<file path="config.mk">
export PLATFORM = sky130hd
export DESIGN_NAME = filter_seq_flat
export DESIGN_NICKNAME = d
export VERILOG_FILES = /design/src/rtl/filter_pkg.sv /design/src/rtl/filter_seq_if.sv /design/src/rtl/coord_counter.sv /design/src/rtl/filter_seq.sv /design/src/flat_wrapper.sv
export SDC_FILE = /design/constraint.sdc
export NUM_CORES = 1
export LEC_CHECK = 0
export CORE_AREA = 10 10 76 78
export DETAILED_ROUTE_END_ITERATION = 7
export DIE_AREA = 0 0 86 88
export GPL_ROUTABILITY_DRIVEN = 0
export PLACE_DENSITY_LB_ADDON = 0.3
export SLEW_MARGIN = 30
export SYNTH_ARGS = -nofsm -noshare
export SYNTH_HDL_FRONTEND = slang
export SYNTH_SLANG_ARGS = --single-unit
</file>
<file path="constraint.sdc">
create_clock -name clk -period 4.2 [get_ports clk]
set_input_delay 0.42 -clock clk [delete_from_list [all_inputs] [get_ports clk]]
set_output_delay 0.42 -clock clk [all_outputs]
set_load 0.01 [all_outputs]
</file>
<file path="src/rtl/filter_pkg.sv">
// Shared types and constants for the filter grid sequencer: FSM states,
// pixel width, the tagged word sent to the grid and the default latency.
package filter_pkg;

    localparam int PIX_W            = 12;
    localparam int DEFAULT_PIPE_LAT = 2;

    typedef enum logic [1:0] {
        ST_IDLE  = 2'd0,
        ST_VERT  = 2'd1,
        ST_HORZ  = 2'd2,
        ST_DRAIN = 2'd3
    } state_t;

    // Edge tags ride above the pixel so the grid can clamp its kernel at borders.
    typedef struct packed {
        logic             y_edge;
        logic             x_edge;
        logic [PIX_W-1:0] pixel;
    } tagged_word_t;

endpackage

</file>
<file path="src/rtl/filter_seq_if.sv">
// Pixel stream, grid issue and status signals of filter_seq.
// master = pixel source / controller side, slave = filter_seq side.
interface filter_seq_if;
    import filter_pkg::*;

    logic             start;
    logic             pix_valid;
    logic [PIX_W-1:0] pix_data;
    logic             pix_ready;
    tagged_word_t     grid_data;
    logic             grid_vertical;
    logic             grid_en;
    logic             mag_valid;
    logic             frame_done;
    logic             busy;
    logic [15:0]      stall_cnt;

    modport master (
        output start, pix_valid, pix_data,
        input  pix_ready, grid_data, grid_vertical, grid_en,
               mag_valid, frame_done, busy, stall_cnt
    );

    modport slave (
        input  start, pix_valid, pix_data,
        output pix_ready, grid_data, grid_vertical, grid_en,
               mag_valid, frame_done, busy, stall_cnt
    );

endinterface

</file>
<file path="src/rtl/coord_counter.sv">
// Raster column/row counter for the pixel stream; flags frame borders and
// the final pixel of the frame for the current (not yet accepted) position.
module coord_counter #(
    parameter int H_PIX = 640,
    parameter int V_PIX = 480
) (
    input  logic clk,
    input  logic rst,
    input  logic clear,
    input  logic advance,
    output logic x_edge,
    output logic y_edge,
    output logic last
);

    localparam int CW = $clog2(H_PIX);
    localparam int RW = $clog2(V_PIX);
    localparam logic [CW-1:0] COL_MAX = CW'(H_PIX - 1);
    localparam logic [RW-1:0] ROW_MAX = RW'(V_PIX - 1);

    logic [CW-1:0] col_reg;
    logic [RW-1:0] row_reg;

    always_ff @(posedge clk) begin
        if (rst || clear) begin
            col_reg <= '0;
            row_reg <= '0;
        end else if (advance) begin
            if (col_reg == COL_MAX) begin
                col_reg <= '0;
                row_reg <= (row_reg == ROW_MAX) ? '0 : row_reg + 1'b1;
            end else begin
                col_reg <= col_reg + 1'b1;
            end
        end
    end

    assign x_edge = (col_reg == '0) || (col_reg == COL_MAX);
    assign y_edge = (row_reg == '0) || (row_reg == ROW_MAX);
    assign last   = (col_reg == COL_MAX) && (row_reg == ROW_MAX);

endmodule

</file>
<file path="src/rtl/filter_seq.sv">
// Sequences each pixel through a vertical then a horizontal grid pass and
// tracks result latency; FILTER_SEQ_STALL_CNT_EN enables the stall counter.
module filter_seq
    import filter_pkg::*;
#(
    parameter int H_PIX    = 640,
    parameter int V_PIX    = 480,
    parameter int PIPE_LAT = DEFAULT_PIPE_LAT   // must be >= 1
) (
    input  logic         clk,
    input  logic         rst,
    filter_seq_if.slave  bus
);

    state_t       state_reg;
    logic         pix_ready_reg;
    logic         grid_en_reg;
    logic         grid_vertical_reg;
    tagged_word_t grid_data_reg;
    logic         last_pix_reg;

    logic [PIPE_LAT-1:0] mag_sr_reg;
    logic [PIPE_LAT-1:0] last_sr_reg;
    logic [PIPE_LAT-1:0] mag_sr_next;
    logic [PIPE_LAT-1:0] last_sr_next;

    logic start_accept;
    logic accept;
    logic h_issue;
    logic x_edge;
    logic y_edge;
    logic last_pix;

    assign start_accept = (state_reg == ST_IDLE) && bus.start;
    assign accept       = (state_reg == ST_VERT) && bus.pix_valid;
    assign h_issue      = grid_en_reg && !grid_vertical_reg;

    coord_counter #(
        .H_PIX (H_PIX),
        .V_PIX (V_PIX)
    ) u_coord (
        .clk     (clk),
        .rst     (rst),
        .clear   (start_accept),
        .advance (accept),
        .x_edge  (x_edge),
        .y_edge  (y_edge),
        .last    (last_pix)
    );

    always_ff @(posedge clk) begin
        if (rst) begin
            state_reg         <= ST_IDLE;
            pix_ready_reg     <= 1'b0;
            grid_en_reg       <= 1'b0;
            grid_vertical_reg <= 1'b0;
            grid_data_reg     <= '0;
            last_pix_reg      <= 1'b0;
        end else begin
            grid_en_reg <= 1'b0;
            case (state_reg)
                ST_IDLE: begin
                    if (bus.start) begin
                        state_reg     <= ST_VERT;
                        pix_ready_reg <= 1'b1;
                    end
                end
                ST_VERT: begin
                    if (accept) begin
                        state_reg         <= ST_HORZ;
                        pix_ready_reg     <= 1'b0;
                        grid_en_reg       <= 1'b1;
                        grid_vertical_reg <= 1'b1;
                        grid_data_reg     <= '{y_edge: y_edge, x_edge: x_edge, pixel: bus.pix_data};
                        last_pix_reg      <= last_pix;
                    end
                end
                ST_HORZ: begin
                    // Same word re-issued for the horizontal pass.
                    grid_en_reg       <= 1'b1;
                    grid_vertical_reg <= 1'b0;
                    state_reg         <= last_pix_reg ? ST_DRAIN : ST_VERT;
                    pix_ready_reg     <= !last_pix_reg;
                end
                ST_DRAIN: begin
                    if (last_sr_reg[PIPE_LAT-1]) begin
                        state_reg <= ST_IDLE;
                    end
                end
                default: state_reg <= ST_IDLE;
            endcase
        end
    end

    // Horizontal issues travel down a latency line; a second line marks the
    // frame's final pixel so DRAIN ignores earlier results still in flight.
    genvar gi;
    generate
        for (gi = 0; gi < PIPE_LAT; gi++) begin : g_lat
            if (gi == 0) begin : g_head
                assign mag_sr_next[gi]  = h_issue;
                assign last_sr_next[gi] = h_issue && (state_reg == ST_DRAIN);
            end else begin : g_body
                assign mag_sr_next[gi]  = mag_sr_reg[gi-1];
                assign last_sr_next[gi] = last_sr_reg[gi-1];
            end
        end
    endgenerate

    always_ff @(posedge clk) begin
        if (rst) begin
            mag_sr_reg  <= '0;
            last_sr_reg <= '0;
        end else begin
            mag_sr_reg  <= mag_sr_next;
            last_sr_reg <= last_sr_next;
        end
    end

`ifdef FILTER_SEQ_STALL_CNT_EN
    logic [15:0] stall_cnt_reg;

    always_ff @(posedge clk) begin
        if (rst || start_accept) begin
            stall_cnt_reg <= '0;
        end else if ((state_reg == ST_VERT) && !bus.pix_valid && (stall_cnt_reg != 16'hFFFF)) begin
            stall_cnt_reg <= stall_cnt_reg + 16'd1;
        end
    end

    assign bus.stall_cnt = stall_cnt_reg;
`else
    assign bus.stall_cnt = 16'h0000;
`endif

    assign bus.pix_ready     = pix_ready_reg;
    assign bus.grid_en       = grid_en_reg;
    assign bus.grid_vertical = grid_vertical_reg;
    assign bus.grid_data     = grid_data_reg;
    assign bus.mag_valid     = mag_sr_reg[PIPE_LAT-1];
    assign bus.frame_done    = last_sr_reg[PIPE_LAT-1];
    assign bus.busy          = (state_reg != ST_IDLE);

endmodule

</file>
<file path="src/flat_wrapper.sv">
// flat-port wrapper written by rule: the top's interface ports become plain ports
module filter_seq_flat import filter_pkg::*;
#(
    parameter int H_PIX    = 640,
    parameter int V_PIX    = 480,
    parameter int PIPE_LAT = DEFAULT_PIPE_LAT                  
)
  (clk, rst, bus_start, bus_pix_valid, bus_pix_data, bus_pix_ready, bus_grid_data, bus_grid_vertical, bus_grid_en, bus_mag_valid, bus_frame_done, bus_busy, bus_stall_cnt);
  filter_seq_if bus_i ();
  input  logic clk;
  input  logic rst;
  input wire logic [$bits(bus_i.start)-1:0] bus_start;
  input wire logic [$bits(bus_i.pix_valid)-1:0] bus_pix_valid;
  input wire logic [$bits(bus_i.pix_data)-1:0] bus_pix_data;
  output wire logic [$bits(bus_i.pix_ready)-1:0] bus_pix_ready;
  output wire logic [$bits(bus_i.grid_data)-1:0] bus_grid_data;
  output wire logic [$bits(bus_i.grid_vertical)-1:0] bus_grid_vertical;
  output wire logic [$bits(bus_i.grid_en)-1:0] bus_grid_en;
  output wire logic [$bits(bus_i.mag_valid)-1:0] bus_mag_valid;
  output wire logic [$bits(bus_i.frame_done)-1:0] bus_frame_done;
  output wire logic [$bits(bus_i.busy)-1:0] bus_busy;
  output wire logic [$bits(bus_i.stall_cnt)-1:0] bus_stall_cnt;
  assign bus_i.start = bus_start;
  assign bus_i.pix_valid = bus_pix_valid;
  assign bus_i.pix_data = bus_pix_data;
  assign bus_pix_ready = bus_i.pix_ready;
  assign bus_grid_data = bus_i.grid_data;
  assign bus_grid_vertical = bus_i.grid_vertical;
  assign bus_grid_en = bus_i.grid_en;
  assign bus_mag_valid = bus_i.mag_valid;
  assign bus_frame_done = bus_i.frame_done;
  assign bus_busy = bus_i.busy;
  assign bus_stall_cnt = bus_i.stall_cnt;
  filter_seq #(.H_PIX(H_PIX), .V_PIX(V_PIX), .PIPE_LAT(PIPE_LAT)) u_core (.clk(clk), .rst(rst), .bus(bus_i));
endmodule
</file>
# Word level (Yosys, flattened, before mapping)
# Cells that the tools add are included.
[op_classes]
add_sub_neg = 2
eq_ne = 8
n_mux = 14
n_reduce_logical = 21
[ops]
columns = ["op", "count"]
rows = [
  ["$add A10 B1 Y10 const B", 1],
  ["$eq A10 B10 Y1 const B", 1],
  ["$logic_not A10 Y1", 1],
  ["$mux W10", 1],
  ["$add A9 B1 Y9 const B", 1],
  ["$eq A9 B9 Y1 const B", 1],
  ["$logic_not A9 Y1", 1],
  ["$mux W9", 1],
  ["$mux W2", 4],
  ["$pmux W2 S4", 1],
  ["$reduce_and A2 Y1", 3],
  ["$reduce_and A3 Y1", 2],
  ["$logic_and A1 B1 Y1", 5],
  ["$eq A2 B2 Y1 const B", 2],
  ["$mux W1", 4],
  ["$ne A2 B1 Y1 const B", 2],
  ["$pmux W1 S2", 2],
  ["$reduce_bool A2 Y1", 2],
  ["$logic_or A1 B1 Y1", 3],
  ["$pmux W1 S3", 1],
  ["$reduce_bool A3 Y1", 1],
  ["$eq A2 B1 Y1 const B", 1],
  ["$logic_not A1 Y1", 2],
  ["$logic_not A2 Y1", 1],
  ["$ne A2 B2 Y1 const B", 1],
]
[totals]
reg_bits = 43
inputBits = 16
output_inout_bits = 36
wordCells = 57

# Longest topological paths before layout
[depth]
ltp_word = 4
mapped_depth = 8
ltp_nobuf = 6

# By module
# From an unflattened synthesis, not the netlist that was laid out.
[hier_totals]
hier_cells = 250
area_unflattened_um2 = 2129.5
[by_module_without_submodules]
columns = ["module", "n_inst", "cells_each", "area_each_um2", "seq_area_each_um2"]
rows = [
  ["filter_seq", 1, 126, 1087.3, 480.5],
  ["coord_counter", 1, 124, 1042.2, 380.4],
]

# Worst setup path before layout
# OpenSTA, ideal clock, no wires.
[synth_path]
path_kind = "reg2reg"
from = "reg u_core.state_reg[1]"
to = "reg u_core.u_coord.row_reg[7]"
setup_time_ns = 0.074
arrival_ns = 1.641
required_ns = 4.126
path_slack_ns = 2.485
stages_incl_launch_ff = 9
n_path_buf = 2
synth_period_minus_slack_ns = 1.715
cell_sequence = "dfxtp_1 > inv_1 > ha_1 > and4_1 > buf_4 > nand3_4 > buf_6 > or4_1 > o21ai_0"
[synth_via]
elab_chain_cells = 3
elab_cells_between_ends = 6
cone_classes = "eq/ne (1); reduce/logical (5)"
[synth_rtl]
columns = ["item", "line_no", "text"]
rows = [
  ["from (decl)", "filter_seq.sv:15", "state_t state_reg;"],
  ["from (signal assigned)", "filter_seq.sv:82", "state_reg <= last_pix_reg ? ST_DRAIN : ST_VERT;"],
  ["$eq A2 B1 Y1 / $logic_not A2 Y1 (equally long branches)", "filter_seq.sv:35, filter_seq.sv:34", ""],
  ["$logic_and A1 B1 Y1, on equally long branches", "filter_seq.sv:35, filter_seq.sv:34", ""],
  ["$reduce_and A2 Y1 (no source line) / $logic_or A1 B1 Y1 (equally long branches)", "--", ""],
  ["to (signal assigned)", "coord_counter.sv:31", "row_reg <= (row_reg == ROW_MAX) ? '0 : row_reg + 1'b1;"],
  ["to (decl)", "coord_counter.sv:22", "logic [RW-1:0] row_reg;"],
]
# Several ways; a longest one is shown, not always the timed one.
# A chain may end at the register's enable or synchronous reset.

# Worst setup path after layout
[layout_path]
from = "reg u_core.state_reg[0]"
to = "out bus_busy"
[layout_via]
elab_chain_cells = 1
[layout_rtl]
columns = ["item", "line_no", "text"]
rows = [
  ["$reduce_bool A2 Y1", "filter_seq.sv:142", "assign bus.busy = (state_reg != ST_IDLE);"],
  ["to (decl)", "flat_wrapper.sv:21", "output wire logic [$bits(bus_i.busy)-1:0] bus_busy;"],
]
# No other way between the ends.

==> report_table.html <==
<table>
<tr><th>Metric</th><th>Value</th></tr>
<tr><th colspan="2">STA</th></tr>
<tr><td>Count of final setup violators</td><td>0</td></tr>
<tr><td>Final sum of negative setup slack</td><td>0 ps</td></tr>
<tr><td>Headroom to the max-slew limit</td><td>0.438</td></tr>
<tr><td>Number of endpoints with negative hold slack in the final report</td><td>0</td></tr>
<tr><td>Final cycle utilization of the critical path</td><td>0.503</td></tr>
<tr><td>Worst slew pin tran</td><td>around 840 ps</td></tr>
<tr><td>Final critical-path required period</td><td>about 2100 ps</td></tr>
<tr><td>Unrepaired setup endpoints after global routing</td><td>false</td></tr>
<tr><td>Worst-case setup margin in the final layout</td><td>around 2100 ps</td></tr>
<tr><td>Fin. max-slew vios</td><td>0</td></tr>
<tr><td>Fin Clk Skew</td><td>~11 ps</td></tr>
<tr><td>FMAX</td><td>around 0.47 GHz</td></tr>
<tr><th colspan="2">Drt</th></tr>
<tr><td>Total length of routed wires</td><td>approximately 4400 um</td></tr>
<tr><td>Met2 Wirelength</td><td>around 2000 um</td></tr>
<tr><td>Total number of vias</td><td>between 1,500 and 2,000</td></tr>
<tr><td>Final routed wire length divided by cell count</td><td>13.3 um</td></tr>
<tr><td>Met1 routed wirelength after detailed routing</td><td>between 1500 and 2000 um</td></tr>
<tr><td>Top Metal Used</td><td>met4</td></tr>
<tr><td>ANT nets after route</td><td>0</td></tr>
<tr><td>Sum of met3 wire segment lengths after detailed routing</td><td>between 400 and 500 um</td></tr>
<tr><td>TritonRoute pass-1 iters</td><td>4</td></tr>
<tr><td>Number of vias per cell after detailed routing</td><td>5.20</td></tr>
<tr><td>Remaining DRCs</td><td>0</td></tr>
<tr><td>Initial DRC Count</td><td>75</td></tr>
<tr><th colspan="2">Layout</th></tr>
<tr><td>Layout-stage area growth over the synthesis result</td><td>17.4%</td></tr>
<tr><td>Share of layout cells above drive strength 1</td><td>0.0397</td></tr>
<tr><td>Final net count</td><td>~300</td></tr>
<tr><td>Layout fillers</td><td>between 400 and 500</td></tr>
<tr><td>Design Area, Final</td><td>0.00245 mm2</td></tr>
<tr><td>Number of flip-flops under the largest register name</td><td>14</td></tr>
<tr><td>Antenna Cells</td><td>0</td></tr>
<tr><th colspan="2">CTS</th></tr>
<tr><td># H-tree levels</td><td>2</td></tr>
<tr><td>Number of buffers created by CTS</td><td>5</td></tr>
<tr><td>Resized Gates After CTS</td><td>0</td></tr>
<tr><td>Hold buffers post-CTS</td><td>0</td></tr>
<tr><td>Clock tree from TritonCTS</td><td>done</td></tr>
<tr><td>Clk root buf</td><td>clkbuf_8</td></tr>
<tr><td>Clock latency reported for the late side of the worst-skew pair</td><td>300 ps</td></tr>
<tr><td>Sinks on the clock net</td><td>43</td></tr>
<tr><td>Clock slew seen by the registers of the worst setup and hold paths</td><td>~70 ps</td></tr>
<tr><td>Number of buffers inserted to repair setup after CTS</td><td>0</td></tr>
<tr><td>Bufs on Longest Clock Path</td><td>2</td></tr>
<tr><th colspan="2">Hold path</th></tr>
<tr><td>Hold crit path type</td><td>flip-flop to flip-flop</td></tr>
<tr><td>End point of the worst hold path</td><td>u_core.mag_sr_reg[1]</td></tr>
<tr><td>Hold Path Depth</td><td>1</td></tr>
<tr><td>Worst min-delay path startpoint</td><td>u_core.mag_sr_reg[0]</td></tr>
<tr><th colspan="2">Die</th></tr>
<tr><td>Cell row count</td><td>24</td></tr>
<tr><td>IO Count</td><td>52</td></tr>
<tr><td>Initial standard-cell utilization of the core</td><td>0.485</td></tr>
<tr><td>Std-Cell Core Area</td><td>between 0.004 and 0.005 mm2</td></tr>
<tr><td>Die Width</td><td>between 80 and 90 um</td></tr>
<tr><td>Die Ht</td><td>a little under 90 um</td></tr>
<tr><td>Die area</td><td>0.00757 mm2</td></tr>
<tr><th colspan="2">Global routing</th></tr>
<tr><td>Overflow left after global routing</td><td>0</td></tr>
<tr><td>Pin count of the biggest net entering global routing</td><td>26</td></tr>
<tr><td>Wire length of the first global-routing pass</td><td>roughly 7500 um</td></tr>
<tr><td>Overall Global Routing Usage</td><td>0.118</td></tr>
<tr><td>Antenna violations before repair</td><td>0</td></tr>
<tr><td>Vias in the first global route</td><td>~1,700</td></tr>
<tr><th colspan="2">Placed design</th></tr>
<tr><td>Placed wire-length estimate after detailed placement</td><td>about 3200 um</td></tr>
<tr><td>Pre-CTS worst setup slack</td><td>between 1500 and 2000 ps</td></tr>
<tr><td>Number of input and output port buffers inserted</td><td>35</td></tr>
<tr><td>Placed inst area</td><td>~0.0024 mm2</td></tr>
<tr><th colspan="2">Logic synthesis</th></tr>
<tr><td>Synth Cell Area</td><td>around 0.0021 mm2</td></tr>
<tr><td>Async set-reset flop share out of synthesis</td><td>0</td></tr>
<tr><td>Gate count after technology mapping</td><td>around 250</td></tr>
<tr><td>Top_reg_cell synth</td><td>dfxtp_1</td></tr>
<tr><td>Count of different cell masters after synthesis</td><td>between 40 and 50</td></tr>
<tr><td>Number of enable-type register cells in the synthesized netlist</td><td>0</td></tr>
<tr><td>Share of the yosys chip area belonging to registers</td><td>0.413</td></tr>
<tr><td>Number of warnings reported in the yosys synthesis log</td><td>0</td></tr>
<tr><td>Synthesized area per cell</td><td>roughly 8.4 um2</td></tr>
<tr><td>Number of flip-flops and latches in the synthesized netlist</td><td>43</td></tr>
<tr><th colspan="2">Critical path</th></tr>
<tr><td>Peak fanout along the critical path</td><td>5</td></tr>
<tr><td>R2R cell count</td><td>6</td></tr>
<tr><td>Signal arrival time at the worst endpoint</td><td>approximately 1700 ps</td></tr>
<tr><td>Data required time of the critical path</td><td>3780 ps</td></tr>
<tr><td>Type of the setup path with the least slack</td><td>flip-flop to output pin</td></tr>
<tr><td>RR Endpoint</td><td>u_core.u_coord.row_reg[5]</td></tr>
<tr><td>Startpoint of the most critical register-to-register path</td><td>u_core.state_reg[1]</td></tr>
<tr><td>Internal reg-to-reg setup slack</td><td>between 2000 and 2500 ps</td></tr>
<tr><td>CP startpoint kind</td><td>flip-flop</td></tr>
<tr><td>Worst Setup End Kind</td><td>output pin</td></tr>
<tr><th colspan="2">Pwr</th></tr>
<tr><td>Power density cells</td><td>roughly 430 mW/mm2</td></tr>
<tr><td>Part of the total power dissipated in sequential elements</td><td>0.455</td></tr>
<tr><td>Switching Share</td><td>0.322</td></tr>
<tr><td>Worst-case vdd ir drop</td><td>between 0.2 and 0.25 mV</td></tr>
<tr><td>Net switching power</td><td>between 0.3 and 0.4 mW</td></tr>
<tr><td>Cell internal power dissipation</td><td>0.714 mW</td></tr>
<tr><td>Proportion of power drawn by combinational gates</td><td>0.309</td></tr>
<tr><td>Clock group share of total power</td><td>0.236</td></tr>
<tr><td>Standby leakage power</td><td>roughly 0.90 nW</td></tr>
<tr><td>Overall power after layout</td><td>roughly 1.1 mW</td></tr>
<tr><th colspan="2">Outcome</th></tr>
<tr><td>Status</td><td>complete, no violations</td></tr>
<tr><th colspan="2">Flow run</th></tr>
<tr><td>Max cap viols</td><td>0</td></tr>
</table>
[layout by cell type (no fill, tap or decap), types with 3 or more instances in the layout]
cell type / instances
dfxtp_1: 43
nand2_1: 39
clkdlybuf4s50_1: 34
a21oi_1: 24
nor2_1: 22
conb_1: 16
inv_1: 11
xor2_1: 10
nand4_1: 9
ha_1: 9
clkbuf_8: 5
and3_1: 4
or4_1: 4
o21ai_0: 4
nand3_1: 3
nor2b_1: 3
mux2i_1: 3
[metrics by stage]
stage	util	hold WS, ps	instances
floorplan	-	414	262
global placement	0.552	420	321
detailed placement	0.552	435	321
CTS	0.571	454	329
global route	0.570	471	329
finish	0.570	451	329
[Yosys cell counts (all sizes together), types with 3 or more instances]
cell type | n | share of area
o21ai | 4 | 0.0096
and3 | 5 | 0.016
inv | 11 | 0.020
nor2 | 22 | 0.040
or4 | 5 | 0.020
ha | 9 | 0.054
clkbuf | 7 | 0.013
nand4 | 9 | 0.027
mux2i | 3 | 0.014
dfxtp | 43 | 0.41
nand2 | 39 | 0.070
nor2b | 3 | 0.0090
buf | 21 | 0.076
xor2 | 10 | 0.042
a21oi | 24 | 0.058
nand3 | 4 | 0.016
[power by group through the flow]
stage	sequential (mW)	clock [mW]	combinational (mW)
CTS	0.479	0.255	0.331
detailed placement	0.488	0	0.329
finish	0.479	0.248	0.326
floorplan	0.497	0	0.199
global placement	0.486	0	0.325
global route	0.484	0.271	0.370
[routing by layer]
metal  global-route usage  up-vias
met1                0.129      797
met3               0.0631        7
li1                     -      864
met4               0.0419        0
met5                    0        -
met2                0.191       44
[cell type report]
cell class                      count  area (um2)  area share
Timing Repair Buffer               35         345       0.141
Multi-Input combinational cell    180        1050       0.430
Sequential cell                    43         861       0.352
Inverter                           11        41.3      0.0169
Clock inverter                      1        5.00     0.00205
Tap cell                           52        65.1      0.0266
Clock buffer                        7        76.3      0.0312
[worst max-delay path by stage]
stage | cells past startpoint | slack [ps] | from | end
3_3_place_gp | 4 | 1650 | rst | u_core.u_coord.row_reg[7]
3_5_place_dp | 4 | 1630 | rst | u_core.u_coord.row_reg[3]
4_1_cts | 4 | 1930 | rst | u_core.u_coord.row_reg[3]
5_1_grt | 4 | 1980 | u_core.state_reg[1] | bus_busy
2_1_floorplan | 8 | 2490 | u_core.state_reg[1] | u_core.u_coord.row_reg[7]
6_report | 4 | 2090 | u_core.state_reg[0] | bus_busy
[critical path, stage by stage (launching register included)]
cell,delay [ps]
dfxtp_1,410
inv_1,110
ha_1,280
inv_1,70
clkdlybuf4s50_1,530
[cells by family (layout without fill, tap and decap cells)]
family                   count (synthesis)  in the layout  share of synthesized area
AO/OA/AOI/OAI                           40             40                      0.112
XOR/XNOR                                10             10                     0.0420
AND/OR/NAND/NOR                        102            102                      0.253
buffers and inverters                   39             54                      0.109
multiplexers                             3              3                     0.0144
other                                    1             16                    0.00180
adder cells (fa/ha/maj)                  9              9                     0.0541
flip-flops                              43             43                      0.413
(Power assumes the default switching activity.)
==> variant: new RTL, same settings <==
Build with the macro `FILTER_SEQ_STALL_CNT_EN` defined.
--- a/src/rtl/filter_seq.sv
+++ b/src/rtl/filter_seq.sv
@@ -1,5 +1,7 @@
 // Sequences each pixel through a vertical then a horizontal grid pass and
 // tracks result latency; FILTER_SEQ_STALL_CNT_EN enables the stall counter.
+`define FILTER_SEQ_STALL_CNT_EN
+
 module filter_seq
     import filter_pkg::*;
 #(
Behaviour: not the same (a bounded check fails within 4 cycles, from zero or initial values and one cycle with rst high).
==> variant against the original RTL <==
  * Combinational power decreased by 5%
  * Final area increased by 40%
  * Sequential cell count increased by 16
  * Count of clock-buffer cells in the layout increased by 5
  * Total power increased by 30%
  * Synthesized area increased by 31%
  * Wire length increased by 55%
  * Sequential share of layout area decreased by 0.61 points
  * Utilization increased by 23 points
  * Worst setup slack got worse by 0.27 ns
  * Clock skew decreased by 0.0058 ns
  * Global-route usage increased by 7.2 points
  * Critical endpoint is now u_core.bus.stall_cnt[15]
  * Largest power group unchanged
==> variant: results (changes against the original RTL) <==
Cell class contributing the biggest share of worst-path delay: simple AND/OR/NAND/NOR gates (was buffers and inverters). The number of filler cells placed in the layout is 313 (was 424), and the via count of the first global-routing pass is 2,505 (was 1,670). The CTS buffer count is 9 (was 5), and the clock latency at the later pin of the worst-skew pair is 0.34 ns (was 0.30 ns). The overall fraction of global-route tracks in use was 0.190 (was 0.118). Most instantiated cells after synthesis: 59 x dfxtp_1, 45 x nand2_1, 35 x a21oi_1 (was 43 x dfxtp_1, 39 x nand2_1, 24 x a21oi_1). The smallest setup slack after layout came out at 1.82 ns (was 2.09 ns). Hold path startpoint: u_core.last_sr_reg[0] (was u_core.mag_sr_reg[0]).

The flip-flop count of the largest register after layout is 16 (was 14), and the leakage power is 0.00116 uW (was 0.000901 uW). For the met2 wire length, the log shows 3280 um (was 1990 um). The number of standard cells in the final layout excluding fillers is 429 (was 329), and the total cell area at the placement stage is 3260 sq um (was 2370 sq um).

The endpoint of the most critical register-to-register path was u_core.bus.stall_cnt[15] (was u_core.u_coord.row_reg[5]). The proportion of layout cells with a drive suffix above 1 is 0.0531 (was 0.0397), and the fraction of the mapped netlist area in compound gates is 0.155 (was 0.112). The number of input and output port buffers inserted is 51 (was 35), and the largest stage delay on the critical path is 0.65 ns (was 0.53 ns). The adder and majority cell fraction of the synthesized area is 0.0460 (was 0.0541).

The measured slew at the worst slew-check pin was 0.777 ns (was 0.843 ns). The tools report the kind of end point of the critical path as a register (was an output port). The logs give 1.58 ns (was 1.63 ns) for the setup slack at placement and 2760 um (was 1900 um) for the detailed-routing wirelength on met1. The tools report the final net count as 399 (was 301). The area share of xor/xnor cells in the synthesized design is 0.0322 (was 0.0420), and the wire length of the first global-routing pass is 11,700 um (was 7460 um).

The detail-routed via count per cell is 5.90 (was 5.20). The post-DP HPWL is 4730 um (was 3220 um), and the data arrival time at the worst-slack endpoint is 2.65 ns (was 1.69 ns). The maximum fanout count along the critical path works out to 13 (was 5).

For the met2 capacity usage during global routing, the log shows 0.304 (was 0.191). The tools report the global routing usage on met1 as 0.209 (was 0.129). For the post-route clock skew, the log shows 0.00533 ns (was 0.0112 ns). The final-layout worst hold slack was 0.438 ns (was 0.451 ns). The run finished with clean final reports. The mux share of post-synthesis cell area came out at 0.0147 (was 0.0144).
[variant: changes by cell type in the layout (fill, tap and decap cells not counted), sizes merged, moves of 6 or more]
cell	unedited run	this run
nand3	4	15
conb	16	0
nand2	39	45
or3	1	10
clkdlybuf4s50	34	51
a21oi	24	35
dfxtp	43	59
[variant: worst reg2reg max path, delay by kind of cell (launching register included)]
kind	cells	cell delay, ns
and+or+nand+nor	3	1.44
DFF	1	0.33
adders and majority gates	1	0.26
buffers and inverters	1	0.14
AOI/OAI and AO/OA	1	0.14
[variant: layout make-up]
cell class,instances,area (sq um),share of cell area
repair buffers,53,526,0.154
multi-input cells,239,1440,0.422
flip-flops and latches,59,1180,0.346
well taps,52,65.1,0.0190
inverters,11,41.3,0.0121
clock buffers,12,145,0.0425
clock inverters,3,15.0,0.00440
[variant: logic make-up after synthesis]
logic type / count (synthesis)
xor gates and xnor gates: 10
and+or+nand+nor: 146
adders and majority gates: 10
buffers and inverters: 27
muxes: 4
DFF: 59
AOI/OAI and AO/OA: 69
